**src/rtl/mmr_router.sv**
```systemverilog
// Upstream MMR request port fanned out to DEV_COUNT device slaves by address base,
// with per-access handshake, device timeout, decode-error responses and error stats.
module mmr_router #(
  parameter int                DEV_COUNT   = 17,
  parameter int                ADDR_W      = 16,
  parameter int                BASE_ADDR_W = 6,
  parameter int                DATA_W      = 32,
  parameter int                TIMEOUT     = 255,
  parameter logic [DATA_W-1:0] ERR_DATA    = 32'hBAD0_BAD0
) (
  input  logic                            clk,
  input  logic                            rst_n,
  input  logic                            req_valid,
  output logic                            req_ready,
  input  logic                            req_wr,
  input  logic [ADDR_W-1:0]               req_addr,
  input  logic [DATA_W-1:0]               req_wdata,
  output logic                            resp_valid,
  input  logic                            resp_ready,
  output logic [DATA_W-1:0]               resp_rdata,
  output logic                            resp_err,
  output logic [DEV_COUNT-1:0]            dev_sel,
  output logic                            dev_wr,
  output logic [ADDR_W-BASE_ADDR_W-1:0]   dev_addr,
  output logic [DATA_W-1:0]               dev_wdata,
  input  logic [DEV_COUNT*DATA_W-1:0]     dev_rdata,
  input  logic [DEV_COUNT-1:0]            dev_ack,
  output logic [15:0]                     err_cnt,
  output logic [ADDR_W-1:0]               last_err_addr
);
  localparam int DEV_ADDR_W = ADDR_W - BASE_ADDR_W;
  localparam int CNT_W      = (TIMEOUT < 2) ? 1 : $clog2(TIMEOUT);

  typedef enum logic [1:0] {IDLE, WAIT, RESP} state_t;

  function automatic logic [15:0] sat_inc16(input logic [15:0] v);
    return (v == 16'hFFFF) ? v : v + 16'd1;
  endfunction

  state_t                 state, state_nxt;
  logic [BASE_ADDR_W-1:0] base_in;
  logic                   decode_ok, hs, ack_hit, tmo_hit;
  logic [DATA_W-1:0]      sel_rdata;
  logic [CNT_W-1:0]       tmo_cnt;
  logic [ADDR_W-1:0]      addr_q;

  assign base_in   = req_addr[ADDR_W-1 -: BASE_ADDR_W];
  assign decode_ok = {1'b0, base_in} < (BASE_ADDR_W+1)'(DEV_COUNT);
  assign hs        = req_valid & req_ready;
  // dev_sel is one-hot on the latched base during WAIT, so it doubles as the ack/rdata mask
  assign ack_hit   = |(dev_ack & dev_sel);
  assign tmo_hit   = (tmo_cnt == CNT_W'(TIMEOUT - 1));

  always_comb begin
    sel_rdata = '0;
    for (int i = 0; i < DEV_COUNT; i++) begin
      if (dev_sel[i]) sel_rdata = dev_rdata[i*DATA_W +: DATA_W];
    end
  end

  always_comb begin
    state_nxt = state;
    case (state)
      IDLE:    if (hs) state_nxt = decode_ok ? WAIT : RESP;
      WAIT:    if (ack_hit || tmo_hit) state_nxt = RESP;
      RESP:    if (resp_ready) state_nxt = IDLE;
      default: state_nxt = IDLE;
    endcase
  end

  always_ff @(posedge clk) begin
    if (!rst_n) state <= IDLE;
    else        state <= state_nxt;
  end

  always_ff @(posedge clk) begin
    if (!rst_n) begin
      req_ready     <= 1'b0;
      resp_valid    <= 1'b0;
      resp_err      <= 1'b0;
      resp_rdata    <= '0;
      dev_sel       <= '0;
      dev_wr        <= 1'b0;
      dev_addr      <= '0;
      dev_wdata     <= '0;
      err_cnt       <= '0;
      last_err_addr <= '0;
      tmo_cnt       <= '0;
      addr_q        <= '0;
    end else begin
      req_ready  <= (state_nxt == IDLE);
      resp_valid <= (state_nxt == RESP);
      case (state)
        IDLE: if (hs) begin
          dev_wr    <= req_wr;
          dev_addr  <= req_addr[DEV_ADDR_W-1:0];
          dev_wdata <= req_wdata;
          addr_q    <= req_addr;
          tmo_cnt   <= '0;
          if (decode_ok) begin
            dev_sel <= DEV_COUNT'(1) << base_in;
          end else begin
            resp_err      <= 1'b1;
            resp_rdata    <= ERR_DATA;
            err_cnt       <= sat_inc16(err_cnt);
            last_err_addr <= req_addr;
          end
        end
        // an ack on the last timeout cycle still completes normally
        WAIT: if (ack_hit) begin
          resp_rdata <= sel_rdata;
          resp_err   <= 1'b0;
          dev_sel    <= '0;
        end else if (tmo_hit) begin
          resp_rdata    <= ERR_DATA;
          resp_err      <= 1'b1;
          dev_sel       <= '0;
          err_cnt       <= sat_inc16(err_cnt);
          last_err_addr <= addr_q;
        end else begin
          tmo_cnt <= tmo_cnt + 1'b1;
        end
        default: ;
      endcase
    end
  end
endmodule

```
**config.mk**
```make
export PLATFORM = sky130hd
export DESIGN_NAME = mmr_router
export DESIGN_NICKNAME = d
export VERILOG_FILES = /design/src/rtl/mmr_router.sv
export SDC_FILE = /design/constraint.sdc
export NUM_CORES = 1
export LEC_CHECK = 0
export CAP_MARGIN = 20
export CORE_AREA = 2 2 286 288
export CTS_CLUSTER_DIAMETER = 100
export DETAILED_ROUTE_END_ITERATION = 10
export DIE_AREA = 0 0 288 290
export SLEW_MARGIN = 20
export SYNTH_ARGS = -nofsm -noshare
export SYNTH_HDL_FRONTEND = slang
export SYNTH_SLANG_ARGS = --single-unit
export TNS_END_PERCENT = 5
```
**constraint.sdc**
```tcl
create_clock -name clk -period 4.33 [get_ports clk]
set_clock_uncertainty 0.15 [all_clocks]
set_input_delay 0.433 -clock clk [delete_from_list [all_inputs] [get_ports clk]]
set_output_delay 0.433 -clock clk [all_outputs]
set_load 0.01 [all_outputs]
```
---- Word-level counts from Yosys, hierarchy flattened ----
Cells that the tools add are included.
cells by class
  equal/unequal tests ..................... 12
  shift operators ......................... 1
  reduce and logical (&&, ||, !) cells .... 10
  add/sub/neg operators ................... 2
  mux-type cells .......................... 52
  magnitude comparators ................... 1
  bitwise logic cells ..................... 2
operators with widths
  cell                   number
  $mux 32                21
  $mux 16                9
  $mux 17                4
  $pmux 16 s2            2
  $pmux 32 s2            1
  $pmux 17 s2            1
  $mux 8                 3
  $and 17x17->17         1
  $reduce_or 17->1       1
  $shl 1x6->17 const A   1
  $add 16x1->16 const B  1
  $eq 16x16->1 const B   1
  $pmux 8 s2             1
  $ne 2x2->1 const B     6
  $reduce_and 4->1       3
  $add 8x1->8 const B    1
  $eq 8x8->1 const B     1
  $mux 2                 4
  $lt 6x5->1 const B     1
  $pmux 2 s3             1
  $reduce_and 5->1       1
  $eq 2x2->1 const B     2
  $logic_not 2->1        2
  $mux 1                 4
  7 further kinds        7
storage, ports and cells
  flip-flop bits (word level) ............. 153
  input port bits ......................... 614

---- Longest topological paths before layout ----
Gate-level depths: netlist (run 1).
  depth in word-level cells ............... 19
  mapped depth ............................ 10

---- Worst setup path before layout (run 1) ----
Ideal clock, no wire load.
  path kind ............................... input to register
  start ................................... input req_addr[10]
  end ..................................... register dev_sel[11]
  cell stages on the path ................. 7
  library setup time ...................... 0.070 ns
  data arrival time ....................... 2.089 ns
  setup slack ............................. 2.021 ns
  path buffers ............................ 1
  cells stage by stage .................... or4_4 > a21oi_4 > a21oi_2 > or2_1 > buf_6 > or3_1 > a21oi_1
between the ends
  cells in the longest elaborated chain, start to end .. 4
  elaborated cells on any way between the ends .. 7
  those cells by class .................... 1 x order compare; 1 x eq/ne; 1 x shift; 3 x mux; 1 x reduce/logical
ends and longest elaborated chain
  item                                                RTL line  text
  start: declaration                                  16        input logic [ADDR_W-1:0] req_addr,
  branches (longest 4 deep; another with $lt 6x5->1)  n/a
  end signal: assignment                              101       dev_sel <= DEV_COUNT'(1) << base_in;
  end: declaration                                    22        output logic [DEV_COUNT-1:0] dev_sel,
Parallel ways; which one is timed is not known. The select of a mux whose other input is x is not followed.
A chain may end at the register's enable or synchronous reset.

---- Worst setup path in the final report (run 1) ----
  start ................................... register dev_sel[3]
  end ..................................... register dev_sel[9]
between the ends
  cells in the longest elaborated chain, start to end .. 4
  elaborated cells on any way between the ends .. 6
  those cells by class .................... 1 x eq/ne; 2 x mux; 1 x bitwise; 2 x reduce/logical
ends and longest elaborated chain
  item                                                              RTL line  text
  $and 17x17->17 (*)                                                51        assign ack_hit = |(dev_ack & dev_sel);
  $reduce_or 17->1 (*)                                              51
  $ne 3x3->1 (no source line) or $mux 17 (tied branches)            n/a
  $reduce_and 4->1 (no source line) or $pmux 17 s2 (tied branches)  n/a
Mark *: on every way between the ends. The rest lies on a longest branch, timed or not.

==> impl_metrics.env, run 1 <==
export IMPL_setup_viol_count_final=0
export IMPL_core_sq_um=80200
export IMPL_cts_sinks=143
export IMPL_drt_iter0_drc=1295
export IMPL_min_period_ps=3400
export IMPL_p_switching_mw=1.09
export IMPL_first_pass_iters=9
export IMPL_cts_htree_levels=4
export IMPL_fill_cells=8951
export IMPL_synthCells=1397
export IMPL_die_area_sq_um=83500
export IMPL_period_share_pct=78.6
export IMPL_initial_core_util_pct=12.3
export IMPL_synth_area_sq_um=9880
export IMPL_root_buffer="clkbuf_16"
export IMPL_io_pins=741
export IMPL_drc_errors=0
export IMPL_final_hold_violation_count=0
export IMPL_viasPerCell=4.59
export IMPL_finalNonFillerCells=3160
export IMPL_crit_fanout=11
export IMPL_p_clk_share_pct=38.5
export IMPL_nets=2687
export IMPL_ir_worst_vdd_uv=301
export IMPL_switching_share_pct=27.3
export IMPL_multi_input_area_sq_um=6370
export IMPL_arrival_ps=3590
export IMPL_rsz0062_at_grt="false"
export IMPL_tightest_slew_ps=1050
export IMPL_placed_cells=3111
export IMPL_drv_slew=0
export IMPL_ys_seq_area_share_pct=29.0
export IMPL_p_seq_share_pct=35.6
export IMPL_place_ws_ps=844
export IMPL_status="complete, no violations"
export IMPL_synth_nets=2014
export IMPL_hold_buffers=0
export IMPL_gp_congestion=0.941
export IMPL_post_cts_setup_buffers=0
export IMPL_intPower_mw=2.90
export IMPL_portBuffers=740
export IMPL_synth_edf_count=0
export IMPL_synth_seq_cells=143
export IMPL_global_route_overflow_total=0
export IMPL_synth_ff_type="dfxtp_1"
export IMPL_max_clock_freq_mhz=294
export IMPL_hpwl_um=70500
export IMPL_path_clk_slew_ps=80
export IMPL_clk_latency_ps=500
export IMPL_drive_above_1_share_pct=5.48
export IMPL_vias=14500
export IMPL_ys_warn_count=0
export IMPL_die_w_um=288
export IMPL_ff_latch_area_sq_um=2870
export IMPL_p_per_area_nw_per_um2=208
export IMPL_cts_resized_gates=0
export IMPL_cp_end_kind="flip-flop"
export IMPL_leakage_nw=6.45
export IMPL_grtUsageTotal_pct=19.3
export IMPL_max_slew_margin_pct=29.5
export IMPL_synth_cell_types=57
export IMPL_rows=104
export IMPL_grt_max_degree=82
export IMPL_tns_ps=0
export IMPL_antenna_found_initial=41
export IMPL_first_global_vias=14200
export IMPL_cts_tree="yes"
export IMPL_hold_path_class="reg -> reg"
export IMPL_combPwrFrac_pct=25.9
export IMPL_avgSynthCellArea_sq_um=7.07
export IMPL_die_h_um=290
export IMPL_crit_required_ps=4510
export IMPL_setup_ws_ps=927
export IMPL_wire_per_inst_um=26.7
export IMPL_cts_buffer_depth=2
export IMPL_drtAntennaViolNets=0
export IMPL_maxCapViolCount=0
export IMPL_start_kind="flip-flop"
export IMPL_synthArstFlopShare_pct=0
export IMPL_routed_wl_um=84500
export IMPL_cts_buffers=17
export IMPL_grt_pass1_wl_um=113000
export IMPL_crit_type="reg -> reg"
export IMPL_area_delta_synth_final_pct=93.8
-- state kept, by name, summed over array words and instances, names as in the netlist --
register / cells
dev_sel: 17
resp_rdata: 32
dev_wdata: 32
resp_err: 1
tmo_cnt: 8
err_cnt: 16
dev_addr: 9
addr_q: 7
state: 2
req_ready: 1
resp_valid: 1
dev_wr: 1
last_err_addr: 16
-- per-layer routing --
| layer | GRT usage (%) | share of wire (%) | wire length [um] | up-vias |
|---|---|---|---|---|
| li1 | - | - | - | 6659 |
| met1 | 23.7 | 41 | 34900 | 6877 |
| met2 | 31.7 | 47 | 39400 | 790 |
| met3 | 5.29 | 8.6 | 7280 | 149 |
| met4 | 7.99 | 3.4 | 2840 | 14 |
| met5 | 0 | 0.11 | 97 | - |
-- power by group through the flow --
stage,clock (mW),sequential (mW),combinational (mW)
global route,1.62,1.43,1.09
detailed placement,0,1.45,1.03
finish,1.53,1.42,1.03
CTS,1.59,1.42,1.03
floorplan,0,1.46,0.202
global placement,0,1.45,1.03
-- placed cells by master (no fill, tap or decap), types with 18 or more instances in the layout --
cell	synthesis	final
a21oi_1	153	153
a222oi_1	29	29
a22o_1	18	18
a22oi_1	90	90
a311oi_1	18	18
buf_4	10	54
clkdlybuf4s50_1	0	740
dfxtp_1	143	136
diode_2	0	18
inv_1	30	29
nand2_1	201	201
nand2b_1	33	33
nand3_1	24	24
nor2_1	144	140
nor3_1	36	35
o21ai_0	57	57
o221ai_1	46	46
o22ai_1	32	32
-- layout make-up --
type / instances / area share [%]
repair buffers: 795 / 40.9
inverters: 32 / 0.634
diodes: 18 / 0.235
clock inverters: 12 / 0.712
well taps: 1060 / 6.93
flip-flops and latches: 143 / 15.0
clock buffers: 19 / 2.31
multi-input cells: 1081 / 33.3
-- final timing paths --
| check | start | to | slack (ps) | cells past startpoint |
|---|---|---|---|---|
| min reg2reg | dev_wdata[5] | dev_wdata[5] | 300 | 2 |
| min | dev_wdata[5] | dev_wdata[5] | 300 | 2 |
| max reg2reg | dev_sel[3] | dev_sel[9] | 930 | 6 |
| max | dev_sel[3] | dev_sel[9] | 930 | 6 |
-- per-stage QoR --
step                hold WS [ps]  area, sq um  total power [mW]  util [%]
floorplan                    287         9880              1.66         -
global placement             291        18500              2.47      23.1
detailed placement           296        18500              2.47      23.1
CTS                          300        19100              4.04      23.8
global route                 318        19100              4.14      23.9
finish                       301        19100              3.99      23.9
-- kinds of logic (layout without fill, tap and decap cells) --
logic type               Yosys count  in the layout  share of synthesized area [%]
multiplexers                       1              1                          0.114
XOR/XNOR                           6              6                          0.532
adder cells (fa/ha/maj)            3              3                          0.380
AND/OR/NAND/NOR                  502            502                           22.6
buffers and inverters            173            858                           7.20
other                              0             18                              0
flip-flops                       143            143                           29.0
AO/OA/AOI/OAI                    569            569                           40.2
-- worst max-delay path, stage by stage (launching register included) --
cell     delay, ps
dfxtp_1        780
a22oi_1        190
nand4_1        510
nor4_1         170
buf_4          210
or4b_2         680
a21oi_1        540
-- synthesized netlist by cell type (16+ instances only) --
cell type	instances	area, sq um
o22ai_1	32	200
nand2_1	201	754
o21ai_0	57	285
a22o_1	18	158
inv_1	30	113
nor2_1	144	541
a31oi_1	17	106
dfxtp_1	143	2860
nor3_1	36	180
a211oi_1	17	128
a22oi_1	90	676
a311oi_1	18	158
or3_1	16	100
clkbuf_1	109	409
a222oi_1	29	290
nand2b_1	33	206
nand3_1	24	120
a21oi_1	153	766
o221ai_1	46	403
Power figures use the tool's default switching activity.
==> inputs of run 2 (changes only) <==
--- a/config.mk
+++ b/config.mk
@@ -6,10 +6,10 @@
 export NUM_CORES = 1
 export LEC_CHECK = 0
 export CAP_MARGIN = 20
-export CORE_AREA = 2 2 286 288
+export CORE_AREA = 2 2 290 292
 export CTS_CLUSTER_DIAMETER = 100
 export DETAILED_ROUTE_END_ITERATION = 10
-export DIE_AREA = 0 0 288 290
+export DIE_AREA = 0 0 292 294
 export SLEW_MARGIN = 20
 export SYNTH_ARGS = -nofsm -noshare
 export SYNTH_HDL_FRONTEND = slang
==> constraint.sdc (replaced) <==
create_clock -name clk -period 3.49 [get_ports clk]
set_clock_uncertainty 0.15 [all_clocks]
set_input_delay 0.349 -clock clk [delete_from_list [all_inputs] [get_ports clk]]
set_output_delay 0.349 -clock clk [all_outputs]
set_load 0.01 [all_outputs]
==> run 2 against run 1 <==
Net effect:
- sequential cell count unchanged
- worst hold slack worse by 54 ps
- core utilization down 0.55 points
- via count up 0.30%
- global-route usage down 1.1 points
- die area up 2.8%
- critical path type unchanged
- largest cell class unchanged
==> impl_metrics.env, run 2 (same netlist as run 1, synthesis figures left out) <==
export IMPL_status="complete, no violations"
export IMPL_grt_pass1_wl_um=111000
export IMPL_drc_errors=0
export IMPL_cts_tree="yes"
export IMPL_hold_path_class="in -> reg"
export IMPL_area_delta_synth_final_pct=95.8
export IMPL_crit_family="buffers and inverters"
export IMPL_drtAntennaViolNets=0
export IMPL_rsz0062_at_grt="false"
export IMPL_wire_per_inst_um=25.5
export IMPL_cts_sinks=143
export IMPL_met2_usage_pct=29.4
export IMPL_crit_required_ps=3740
export IMPL_drt_iter0_drc=1221
export IMPL_cts_buffer_depth=2
export IMPL_crit_slowest_cell="inv_1"
export IMPL_ir_worst_vdd_uv=374
export IMPL_vias=14500
export IMPL_setup_viol_count_final=0
export IMPL_use_met3_pct=5.51
export IMPL_tightest_slew_ps=1280
export IMPL_mostFrequentLayoutCell="clkdlybuf4s50_1"
export IMPL_path_cells="inv_1, nand4_1, buf_4, nor3_1, o21ai_0, a31oi_1"
export IMPL_p_switching_mw=1.45
export IMPL_finalNonFillerCells=3198
export IMPL_first_global_vias=14500
export IMPL_start_kind="flip-flop"
export IMPL_max_stage_delay_ps=660
export IMPL_critPathBufInv=2
export IMPL_die_area_sq_um=85800
export IMPL_post_cts_setup_buffers=0
export IMPL_first_pass_iters=8
export IMPL_arrival_ps=3450
export IMPL_busiest_layer="met2"
export IMPL_reg_top3="dev_wdata x32, resp_rdata x32, dev_sel x17"
export IMPL_placed_cells=3148
export IMPL_io_pins=741
export IMPL_multi_input_area_sq_um=6380
export IMPL_maxCapViolCount=0
export IMPL_fill_cells=9208
export IMPL_path_clk_slew_ps=80
export IMPL_global_route_overflow_total=0
export IMPL_nets=2705
export IMPL_intPower_mw=3.50
export IMPL_die_h_um=294
export IMPL_grtUsageTotal_pct=18.2
export IMPL_drive_above_1_share_pct=6.38
export IMPL_cp_end_kind="flip-flop"
export IMPL_core_sq_um=82900
export IMPL_p_clk_share_pct=38.3
export IMPL_ff_latch_area_sq_um=2870
export IMPL_switching_share_pct=29.3
export IMPL_combPwrFrac_pct=26.2
export IMPL_drv_slew=0
export IMPL_max_slew_margin_pct=14.4
export IMPL_grt_max_degree=71
export IMPL_max_clock_freq_mhz=312
export IMPL_cts_buffers=17
export IMPL_final_hold_violation_count=0
export IMPL_hold_buffers=0
export IMPL_power_mw=4.95
export IMPL_root_buffer="clkbuf_16"
export IMPL_grt_use_met1_pct=22.7
export IMPL_clk_latency_ps=470
export IMPL_routed_wl_um=81400
export IMPL_period_share_pct=91.8
export IMPL_final_cell_mix="clkdlybuf4s50_1, nand2_1, a21oi_1, nor2_1, dfxtp_1"
export IMPL_crit_type="reg -> reg"
export IMPL_die_w_um=292
export IMPL_p_per_area_nw_per_um2=256
export IMPL_p_seq_share_pct=35.5
export IMPL_initial_core_util_pct=11.9
export IMPL_viasPerCell=4.54
export IMPL_crit_fanout=25
export IMPL_leakage_nw=6.55
export IMPL_hold_slack_ps=247
export IMPL_cts_resized_gates=0
export IMPL_cts_htree_levels=4
export IMPL_hpwl_um=67700
export IMPL_portBuffers=740
export IMPL_tns_ps=0
export IMPL_rows=106
export IMPL_antenna_found_initial=39
export IMPL_gp_congestion=0.961
export IMPL_min_period_ps=3200
run 2: cell count changes in the layout (fill, tap and decap cells not counted), moves of 2 or more:
cell / previous run / this run
clkinv_2: 4 / 2
buf_4: 54 / 70
bufinv_16: 2 / 0
clkinv_8: 0 / 3
inv_6: 1 / 4
clkinv_4: 3 / 0
inv_8: 1 / 6
run 2: worst register-to-register path, stage by stage (launching register included):
cell	delay (ps)
dfxtp_2	540
inv_1	680
nand4_1	440
buf_4	350
nor3_1	360
o21ai_0	360
a31oi_1	260
run 2: final cells by class:
cell class / count / area share (%)
timing repair buffer: 813 / 41.3
multi-input combinational: 1081 / 33.0
sequential: 143 / 14.8
tap: 1080 / 6.98
clock buffer: 17 / 2.20
clock inverter: 15 / 0.847
inverter: 32 / 0.627
antenna: 17 / 0.220
run 2: path summary, 6_finish.rpt:
check                from        endpoint  slack, ps  cells after the start
min reg2reg  dev_wdata[0]    dev_wdata[0]        310                      2
min                 rst_n  resp_rdata[14]        250                      4
max reg2reg   dev_sel[14]  resp_rdata[11]        290                      6
max           dev_sel[14]  resp_rdata[11]        290                      6
run 2: metrics by stage:
| step | instance area (sq um) | setup slack [ps] | utilization (%) |
|---|---|---|---|
| final | 19300 | 285 | 23.3 |
| after global placement | 18700 | 180 | 22.5 |
| after detailed placement | 18700 | 170 | 22.5 |
| after global routing | 19300 | 126 | 23.3 |
| after CTS | 19300 | 156 | 23.3 |
| after floorplan | 9880 | 1260 | - |
run 2: power by group through the flow:
stage	Clock, mW	Combinational [mW]	Sequential (mW)
floorplan	0	0.250	1.82
global placement	0	1.29	1.79
detailed placement	0	1.29	1.79
CTS	1.96	1.30	1.76
global route	2.01	1.38	1.77
finish	1.90	1.30	1.76
run 2: metal layers:
layer	vias to the layer above	wire, um
li1	6696	-
met3	123	7590
met4	10	2980
met1	6913	33800
met2	791	37000
met5	-	61
